`config.mk`:
```
export PLATFORM = sky130hd
export DESIGN_NAME = pipeio_in_cond
export DESIGN_NICKNAME = d
export VERILOG_FILES = /design/src/rtl/pipeio_in_cond_pkg.sv /design/src/rtl/pipeio_debounce.sv /design/src/rtl/pipeio_in_cond.sv
export SDC_FILE = /design/constraint.sdc
export NUM_CORES = 1
export LEC_CHECK = 0
export CAP_MARGIN = 20
export CORE_MARGIN = 3
export CORE_UTILIZATION = 61
export DETAILED_ROUTE_END_ITERATION = 12
export HOLD_SLACK_MARGIN = 0.03
export PLACE_DENSITY = 0.91
export SYNTH_ARGS = -nofsm -noshare
export SYNTH_HDL_FRONTEND = slang
export SYNTH_SLANG_ARGS = --single-unit
```
`constraint.sdc`:
```
create_clock -name clock -period 5.85 [get_ports clock]
set_clock_uncertainty 0.1 [all_clocks]
set_input_delay 0.585 -clock clock [delete_from_list [all_inputs] [get_ports clock]]
set_output_delay 0.585 -clock clock [all_outputs]
set_load 0.03 [all_outputs]
```
`src/rtl/pipeio_in_cond_pkg.sv`:
```
// Shared constants for the input-conditioning stage: debounce FSM state
// encoding, change-counter width and a saturating add helper.
// Latency: n/a (package). Backpressure: n/a.
package pipeio_in_cond_pkg;

  // Debounce FSM states
  localparam logic [0:0] ST_STABLE = 1'b0;
  localparam logic [0:0] ST_VERIFY = 1'b1;

  // Accepted-change counter
  localparam int                    CHG_CNT_W   = 8;
  localparam logic [CHG_CNT_W-1:0]  CHG_CNT_MAX = '1;

  // Add 0..3 to the counter, clamping at all-ones instead of wrapping.
  function automatic logic [CHG_CNT_W-1:0] sat_add(
    input logic [CHG_CNT_W-1:0] a,
    input logic [1:0]           b
  );
    logic [CHG_CNT_W:0] sum;
    sum = {1'b0, a} + {{(CHG_CNT_W-1){1'b0}}, b};
    return sum[CHG_CNT_W] ? CHG_CNT_MAX : sum[CHG_CNT_W-1:0];
  endfunction

endpackage

```
`src/rtl/pipeio_debounce.sv`:
```
// Purpose: synchronise and debounce one PW-bit switch port.
// Latency: 2 sync cycles + DEB_CYCLES from a clean raw edge to in_port.
// Backpressure: none; raw inputs are sampled every cycle.
// Ports: clock/resetn (async active-low), sw (raw async input),
//        in_port (debounced registered value), accept (1-cycle strobe,
//        high in the cycle whose rising edge loads in_port).
module pipeio_debounce
  import pipeio_in_cond_pkg::*;
#(
  parameter logic [15:0] DEB_CYCLES = 16'd50000,
  parameter int          PW         = 4
) (
  input  logic          clock,
  input  logic          resetn,
  input  logic [PW-1:0] sw,
  output logic [PW-1:0] in_port,
  output logic          accept
);

  localparam logic [15:0] CNT_LAST = DEB_CYCLES - 16'd1;

  logic [PW-1:0] sync0;
  logic [PW-1:0] sync1;
  logic [PW-1:0] cand;
  logic [0:0]    state;
  logic [15:0]   cnt;

  // In VERIFY cand always differs from in_port, so this cannot collide with
  // the "glitch returned" branch below.
  assign accept = (state == ST_VERIFY) && (sync1 == cand) && (cnt == CNT_LAST);

  always_ff @(posedge clock or negedge resetn) begin
    if (!resetn) begin
      sync0   <= '0;
      sync1   <= '0;
      cand    <= '0;
      in_port <= '0;
      cnt     <= '0;
      state   <= ST_STABLE;
    end else begin
      sync0 <= sw;
      sync1 <= sync0;
      case (state)
        ST_STABLE: begin
          if (sync1 != in_port) begin
            cand  <= sync1;
            cnt   <= 16'd1;
            state <= ST_VERIFY;
          end else begin
            cnt <= '0;
          end
        end
        ST_VERIFY: begin
          if (sync1 == in_port) begin
            // Input bounced back: drop the candidate, keep the output.
            cnt   <= '0;
            state <= ST_STABLE;
          end else if (sync1 != cand) begin
            // Moved to yet another value: restart qualification on it.
            cand <= sync1;
            cnt  <= 16'd1;
          end else if (cnt == CNT_LAST) begin
            in_port <= cand;
            cnt     <= '0;
            state   <= ST_STABLE;
          end else begin
            cnt <= cnt + 16'd1;
          end
        end
        default: begin
          cnt   <= '0;
          state <= ST_STABLE;
        end
      endcase
    end
  end

endmodule

```
`src/rtl/pipeio_in_cond.sv`:
```
// Purpose: condition two switch ports for the CPU and flag accepted changes.
// Latency: 2 sync cycles + DEB_CYCLES to in_port*; changed/chg_cnt update
//          on the same edge as in_port*. Backpressure: none.
// Ports: clock, resetn (async active-low), sw0/sw1 (raw), ack (clears
//        changed), in_port0/in_port1 (debounced), changed (sticky),
//        chg_cnt (saturating count of accepted changes).
module pipeio_in_cond
  import pipeio_in_cond_pkg::*;
#(
  parameter logic [15:0] DEB_CYCLES = 16'd50000,
  parameter int          PW         = 4
) (
  input  logic                 clock,
  input  logic                 resetn,
  input  logic [PW-1:0]        sw0,
  input  logic [PW-1:0]        sw1,
  input  logic                 ack,
  output logic [PW-1:0]        in_port0,
  output logic [PW-1:0]        in_port1,
  output logic                 changed,
  output logic [CHG_CNT_W-1:0] chg_cnt
);

  logic accept0;
  logic accept1;

  pipeio_debounce #(.DEB_CYCLES(DEB_CYCLES), .PW(PW)) u_deb0 (
    .clock   (clock),
    .resetn  (resetn),
    .sw      (sw0),
    .in_port (in_port0),
    .accept  (accept0)
  );

  pipeio_debounce #(.DEB_CYCLES(DEB_CYCLES), .PW(PW)) u_deb1 (
    .clock   (clock),
    .resetn  (resetn),
    .sw      (sw1),
    .in_port (in_port1),
    .accept  (accept1)
  );

  logic [1:0] n_accept;
  assign n_accept = {1'b0, accept0} + {1'b0, accept1};

  always_ff @(posedge clock or negedge resetn) begin
    if (!resetn) begin
      changed <= 1'b0;
      chg_cnt <= '0;
    end else begin
      // A new accept beats a simultaneous ack so no change is ever lost.
      if (accept0 || accept1) begin
        changed <= 1'b1;
      end else if (ack) begin
        changed <= 1'b0;
      end
      chg_cnt <= sat_add(chg_cnt, n_accept);
    end
  end

endmodule

```
==> flow_metrics.env, run 1 <==
export IMPL_arrival_ns=3.20
export IMPL_cts_resized_gates=0
export IMPL_layout_commonest_cell="dfrtp_1"
export IMPL_area_delta_synth_final_pct=16.15
export IMPL_tightestPinTransition_ns=0.9649
export IMPL_ir_drop_mv=0.1825
export IMPL_routed_wl_met2_mm=3.236
export IMPL_fillCellCount=338
export IMPL_seq_area_frac_synth_pct=56.86
export IMPL_synthArstFlopShare_pct=100.0
export IMPL_syn_cell_area_mm2=0.003301
export IMPL_gp_congestion=0.8505
export IMPL_synthDistinctLibCells=41
export IMPL_dr_max_layer_used="met4"
export IMPL_outcome="finished, final reports clean"
export IMPL_cts_buffers=9
export IMPL_leakage_nw=1.554
export IMPL_end_kind="register"
export IMPL_p_switching_mw=0.2370
export IMPL_slew_headroom_pct=35.19
export IMPL_crit_start="u_deb0.cand[3]"
export IMPL_hold_buffers=0
export IMPL_grt_pass1_vias=2395
export IMPL_hpwl_mm=4.367
export IMPL_r2r_cells=9
export IMPL_post_drt_via_cell_ratio=5.974
export IMPL_cts_tree="yes"
export IMPL_p_per_area_mw_per_mm2=257.1
export IMPL_p_comb_share_pct=5.4
export IMPL_route_met3_wl_um=263
export IMPL_cts_setup_buffers=0
export IMPL_die_w_um=79.56
export IMPL_antenna_left=0
export IMPL_synth_warnings=0
export IMPL_critPathMaxStageDelay_ns=0.53
export IMPL_grt_pass1_wl_mm=11.43
export IMPL_slew_violations=0
export IMPL_cts_root_buf="clkbuf_8"
export IMPL_drt_iter0_markers=191
export IMPL_worst_slack_ns=2.808
export IMPL_fmax_ghz=0.3288
export IMPL_grt_max_degree=76
export IMPL_crit_type="register to register"
export IMPL_intPower_mw=0.7486
export IMPL_fin_crit_sh_pct=51.99
export IMPL_wl_per_cell_um=16.70
export IMPL_ys_seq_elements=75
export IMPL_pwr_share_clk_pct=39.7
export IMPL_syn_num_nets=297
export IMPL_avgSynthCellArea_um2=11.66
export IMPL_final_nets=331
export IMPL_pin_count=28
export IMPL_route_detailed_drc=0
export IMPL_synth_cells=283
export IMPL_post_place_ws_ns=2.859
export IMPL_r2r_start="u_deb0.cand[3]"
export IMPL_fin_crit_ns=3.042
export IMPL_die_height_um=79.56
export IMPL_rsz0062_at_grt="no"
export IMPL_dieArea_mm2=0.006330
export IMPL_required_ns=6.01
export IMPL_h_tree_depth=3
export IMPL_firstDrtPassIters=4
export IMPL_core_mm2=0.005172
export IMPL_vias=2342
export IMPL_clock_path_buffers=2
export IMPL_synth_ff_type="dfrtp_1"
export IMPL_worstSkewPairLatency_ns=0.35
export IMPL_crit_fanout=6
export IMPL_cp_slowest_cell="nor4_1"
export IMPL_globalRouteOverflowTotal=0
export IMPL_synth_edf_count=0
export IMPL_setup_tns_ns=0
export IMPL_worstPathCellList="nor2b_1, nor4_1, nand2_1, nor3b_1, fa_1, and4_1, and3_1, nand3_1, o21ai_0"
export IMPL_clk_pin_slew_worst_paths_ns=0.08
export IMPL_io_buffers=27
export IMPL_startpoint_type="register"
export IMPL_critPathCapture="chg_cnt[5]"
export IMPL_drt_met1_wl_mm=2.813
export IMPL_setup_viol=0
export IMPL_rows=26
export IMPL_final_hold_viol_count=0
export IMPL_power_mw=0.9856
export IMPL_final_cell_mix="dfrtp_1 (75), xnor2_1 (27), clkdlybuf4s50_1 (26)"
export IMPL_maxCapViolCount=0
export IMPL_seqPwrFrac_pct=55.0
export IMPL_grt_usage_pct=23.77
export IMPL_start_util_pct=63.81
export IMPL_r2r_slack_ns=2.81
export IMPL_min_path_type="input port to asynchronous set/reset pin"
export IMPL_antenna_cells=0
export IMPL_cts_num_sinks=75
export IMPL_antenna_found_initial=0
export IMPL_r2r_end="chg_cnt[5]"
export IMPL_wl_mm=6.547
export IMPL_postLayoutCoreUtil_pct=74.12
export IMPL_swShare_pct=24.05
export IMPL_drive_gt1_share_pct=10.87
flip-flops by register name, indices dropped and copies added, names as in the netlist:
name / flops
u_deb1.sync0: 4
changed: 1
u_deb1.state: 1
u_deb1.sync1: 4
u_deb0.sync0: 4
u_deb0.sync1: 4
u_deb1.cnt: 16
u_deb0.in_port: 4
u_deb0.cand: 4
u_deb1.in_port: 4
u_deb1.cand: 4
chg_cnt: 8
u_deb0.state: 1
u_deb0.cnt: 16
worst min path at each step:
stage                     slack, ns              end             from
after floorplan                0.19          changed           resetn
after global placement         0.23  u_deb1.sync1[2]  u_deb1.sync0[2]
after detailed placement       0.24  u_deb1.sync1[0]  u_deb1.sync0[0]
after CTS                      0.25  u_deb1.sync1[2]  u_deb1.sync0[2]
after global routing           0.27  u_deb1.sync1[1]  u_deb1.sync0[1]
final                          0.24    u_deb1.cnt[8]           resetn
cells in the mapped netlist, drive strengths merged (3+ instances only):
master / instances / share of area, %
nand2b: 3 / 0.57
nand4: 10 / 1.9
mux2: 16 / 5.5
and4: 3 / 0.87
xor2: 10 / 2.7
or3: 6 / 1.3
xnor2: 27 / 7.2
nand4bb: 3 / 1.0
nor2: 19 / 2.2
clkbuf: 4 / 0.45
nor4: 4 / 1.2
dfrtp: 75 / 57
or4: 5 / 1.1
a21oi: 7 / 1.1
and3: 5 / 0.95
nand2: 16 / 1.8
a211oi: 3 / 0.68
inv: 7 / 0.80
nand3: 10 / 1.5
nor2b: 4 / 0.76
nor3: 18 / 2.7
o21ai: 9 / 1.4
cell type report:
cell class	count	area [um^2]	share of cell area (%)
Multi-Input combinational cell	197	1383	36.06
Clock inverter	7	68.82	1.795
Clock buffer	9	123.9	3.231
Inverter	7	26.28	0.6854
Sequential cell	75	1877	48.96
Timing Repair Buffer	27	267.8	6.984
Tap cell	70	87.58	2.285
per-stage QoR:
| stage | std cells | hold slack (ns) | cell area (um^2) |
|---|---|---|---|
| 2_1_floorplan | 283 | 0.1894 | 3301 |
| 3_3_place_gp | 376 | 0.2314 | 3641 |
| 3_5_place_dp | 376 | 0.2355 | 3641 |
| 4_1_cts | 392 | 0.2547 | 3834 |
| 5_1_grt | 392 | 0.2655 | 3834 |
| 6_report | 392 | 0.2446 | 3834 |
logic make-up after synthesis:
group	Yosys count	share of synthesized area (%)
mux	16	5.459
fa+ha+maj	3	1.365
flops	75	56.86
buf+inv	11	1.251
compound gates	27	5.155
xor+xnor	37	9.818
simple gates	114	20.09
power by group through the flow:
stage          registers (mW)  logic [mW]  clock network (mW)
6_report                0.542      0.0528               0.391
5_1_grt                 0.544      0.0597               0.426
4_1_cts                 0.542      0.0538               0.399
3_5_place_dp            0.552      0.0536                   0
3_3_place_gp            0.551      0.0505                   0
2_1_floorplan           0.549      0.0302                   0
critical path: cells and delay by family (launching register included):
kind	cells	cell delay (ns)
compound gates	1	0.15
fa+ha+maj	1	0.32
flops	1	0.43
simple gates	7	1.95
routing by layer:
layer  GRT usage [%]  up-vias
li1                -     1081
met1           30.02     1180
met2           37.73       58
met3           5.643       23
met4           13.06        0
met5               0        -
No activity file was read; power rests on OpenSTA's default activity.
==> run 2: changes to the inputs <==
- CORE_UTILIZATION: 61 -> 57
- PLACE_DENSITY: 0.91 -> 0.87
- clock period: 5.85 -> 3.1 ns (I/O delays scaled with it)
==> run 2 against run 1 <==
Effect of this change: sequential share of layout area decreased by 0.60 points; first-iteration DRC count shrank 11%; non-clock buffer count up 4; via count shrank 2.9%; critical path type unchanged; largest cell class unchanged; highest routed layer unchanged.
==> flow_metrics.env, run 2 (same netlist as run 1, synthesis figures left out) <==
export IMPL_slew_violations=0
export IMPL_firstDrtPassIters=4
export IMPL_setup_tns_ns=0
export IMPL_arrival_ns=2.97
export IMPL_wl_mm=6.265
export IMPL_clock_path_buffers=2
export IMPL_p_switching_mw=0.4490
export IMPL_antenna_found_initial=0
export IMPL_rsz0062_at_grt="no"
export IMPL_start_util_pct=59.58
export IMPL_final_cell_mix="dfrtp_1 (75), xnor2_1 (27), clkdlybuf4s50_1 (26)"
export IMPL_min_path_type="register to register"
export IMPL_seqPwrFrac_pct=54.5
export IMPL_leakage_nw=1.583
export IMPL_worst_slack_ns=0.2967
export IMPL_cts_root_buf="clkbuf_8"
export IMPL_swShare_pct=23.98
export IMPL_gp_congestion=0.8593
export IMPL_vias=2273
export IMPL_hpwl_mm=4.186
export IMPL_required_ns=3.26
export IMPL_intPower_mw=1.423
export IMPL_end_kind="register"
export IMPL_maxCapViolCount=0
export IMPL_pin_count=28
export IMPL_outcome="finished, final reports clean"
export IMPL_clk_pin_slew_worst_paths_ns=0.08
export IMPL_worstSkewPairLatency_ns=0.35
export IMPL_core_mm2=0.005540
export IMPL_final_hold_viol_count=0
export IMPL_route_detailed_drc=0
export IMPL_setup_viol=0
export IMPL_fillCellCount=417
export IMPL_pwr_share_clk_pct=40.0
export IMPL_grt_pass1_vias=2297
export IMPL_cts_num_sinks=75
export IMPL_startpoint_type="register"
export IMPL_reg_top3="u_deb0.cnt: 16 flops, u_deb1.cnt: 16 flops, chg_cnt: 8 flops"
export IMPL_multi_input_area_mm2=0.001389
export IMPL_drt_iter0_markers=170
export IMPL_slew_headroom_pct=39.10
export IMPL_rows=27
export IMPL_io_buffers=27
export IMPL_layout_commonest_cell="dfrtp_1"
export IMPL_fmax_ghz=0.3567
export IMPL_dieArea_mm2=0.006740
export IMPL_final_nets=335
export IMPL_crit_fanout=6
export IMPL_post_place_ws_ns=0.2027
export IMPL_p_per_area_mw_per_mm2=482.3
export IMPL_post_drt_via_cell_ratio=5.711
export IMPL_p_comb_share_pct=5.5
export IMPL_cts_buffers=9
export IMPL_h_tree_depth=3
export IMPL_antenna_left=0
export IMPL_area_delta_synth_final_pct=17.59
export IMPL_tightestPinTransition_ns=0.9135
export IMPL_grt_max_degree=76
export IMPL_cts_tree="yes"
export IMPL_drive_gt1_share_pct=11.96
export IMPL_fin_crit_ns=2.803
export IMPL_grt_pass1_wl_mm=10.90
export IMPL_regArea_mm2=0.001877
export IMPL_antenna_cells=0
export IMPL_die_height_um=82.10
export IMPL_crit_type="register to register"
export IMPL_globalRouteOverflowTotal=0
export IMPL_grt_usage_pct=21.57
export IMPL_die_w_um=82.10
export IMPL_ir_drop_mv=0.4597
export IMPL_wl_per_cell_um=15.74
export IMPL_fin_crit_sh_pct=90.43
[run 2: changes by cell type in the layout (fill, tap and decap cells not counted)]
cell,delta
clkinv_4,+1
clkinv_2,-1
buf_4,+3
dlygate4sd3_1,+1
clkinvlp_4,-2
inv_6,+2
nor4_2,+1
nor4_1,-1
[run 2: metal layers]
metal | wire length, um | track usage [%]
met1 | 2854 | 28.74
met3 | 269 | 6.508
met4 | 85 | 7.807
met2 | 3055 | 33.60
met5 | 0 | 0
[run 2: path summary, 6_finish.rpt]
check / start / end / slack (ns) / depth (start not counted)
setup / recovery: u_deb1.cnt[0] / chg_cnt[3] / 0.30 / 9
hold / removal: u_deb0.sync0[3] / u_deb0.sync1[3] / 0.25 / 0
setup reg to reg: u_deb1.cnt[0] / chg_cnt[3] / 0.30 / 9
hold reg to reg: u_deb0.sync0[3] / u_deb0.sync1[3] / 0.25 / 0
max in group asynchronous: resetn / u_deb1.in_port[2] / 1.77 / 2
min in group asynchronous: resetn / u_deb0.in_port[0] / 0.53 / 2
[run 2: power groups by stage]
stage | clock network, mW | logic (mW) | registers (mW)
floorplan | 0 | 0.0570 | 1.04
global placement | 0 | 0.0961 | 1.04
detailed placement | 0 | 0.101 | 1.04
CTS | 0.770 | 0.102 | 1.02
global route | 0.811 | 0.116 | 1.02
finish | 0.748 | 0.103 | 1.02
[run 2: metrics by stage]
step                util (%)  instance area, um^2  power, mW  hold WS, ns  instances
global placement       66.17                 3666      1.135       0.2321        381
global route           70.05                 3881      1.952       0.2657        398
detailed placement     66.17                 3666      1.141       0.2347        381
floorplan                  -                 3301      1.093     -0.08559        283
CTS                    69.94                 3875      1.893       0.2489        398
finish                 70.05                 3881      1.872       0.2528        398
[run 2: area by class of cell]
| class | instances | share of cell area, % |
|---|---|---|
| sequential | 75 | 48.36 |
| clock inverter | 7 | 1.934 |
| timing repair buffer | 31 | 7.737 |
| tap | 72 | 2.321 |
| inverter | 7 | 0.6770 |
| clock buffer | 9 | 3.191 |
| multi-input combinational | 197 | 35.78 |
[run 2: what timing repair did]
| action | CTS | global route |
|---|---|---|
| endpoints found under the hold margin | 75 | 0 |
| gates resized for setup | 0 | 1 |
| buffers inserted | 0 | 0 |
| setup endpoints to repair | 0 | 6 |
| hold buffers | 1 | 0 |
[run 2: worst max-delay path, stage by stage (launching register included)]
cell and delay [ns]:
dfrtp_1 0.40, ha_1 0.24, and3_1 0.22, nand4_1 0.20, nor3_1 0.35, fa_1 0.32, and4_1 0.29, and3_1 0.25
nand3_1 0.22, o21ai_0 0.14
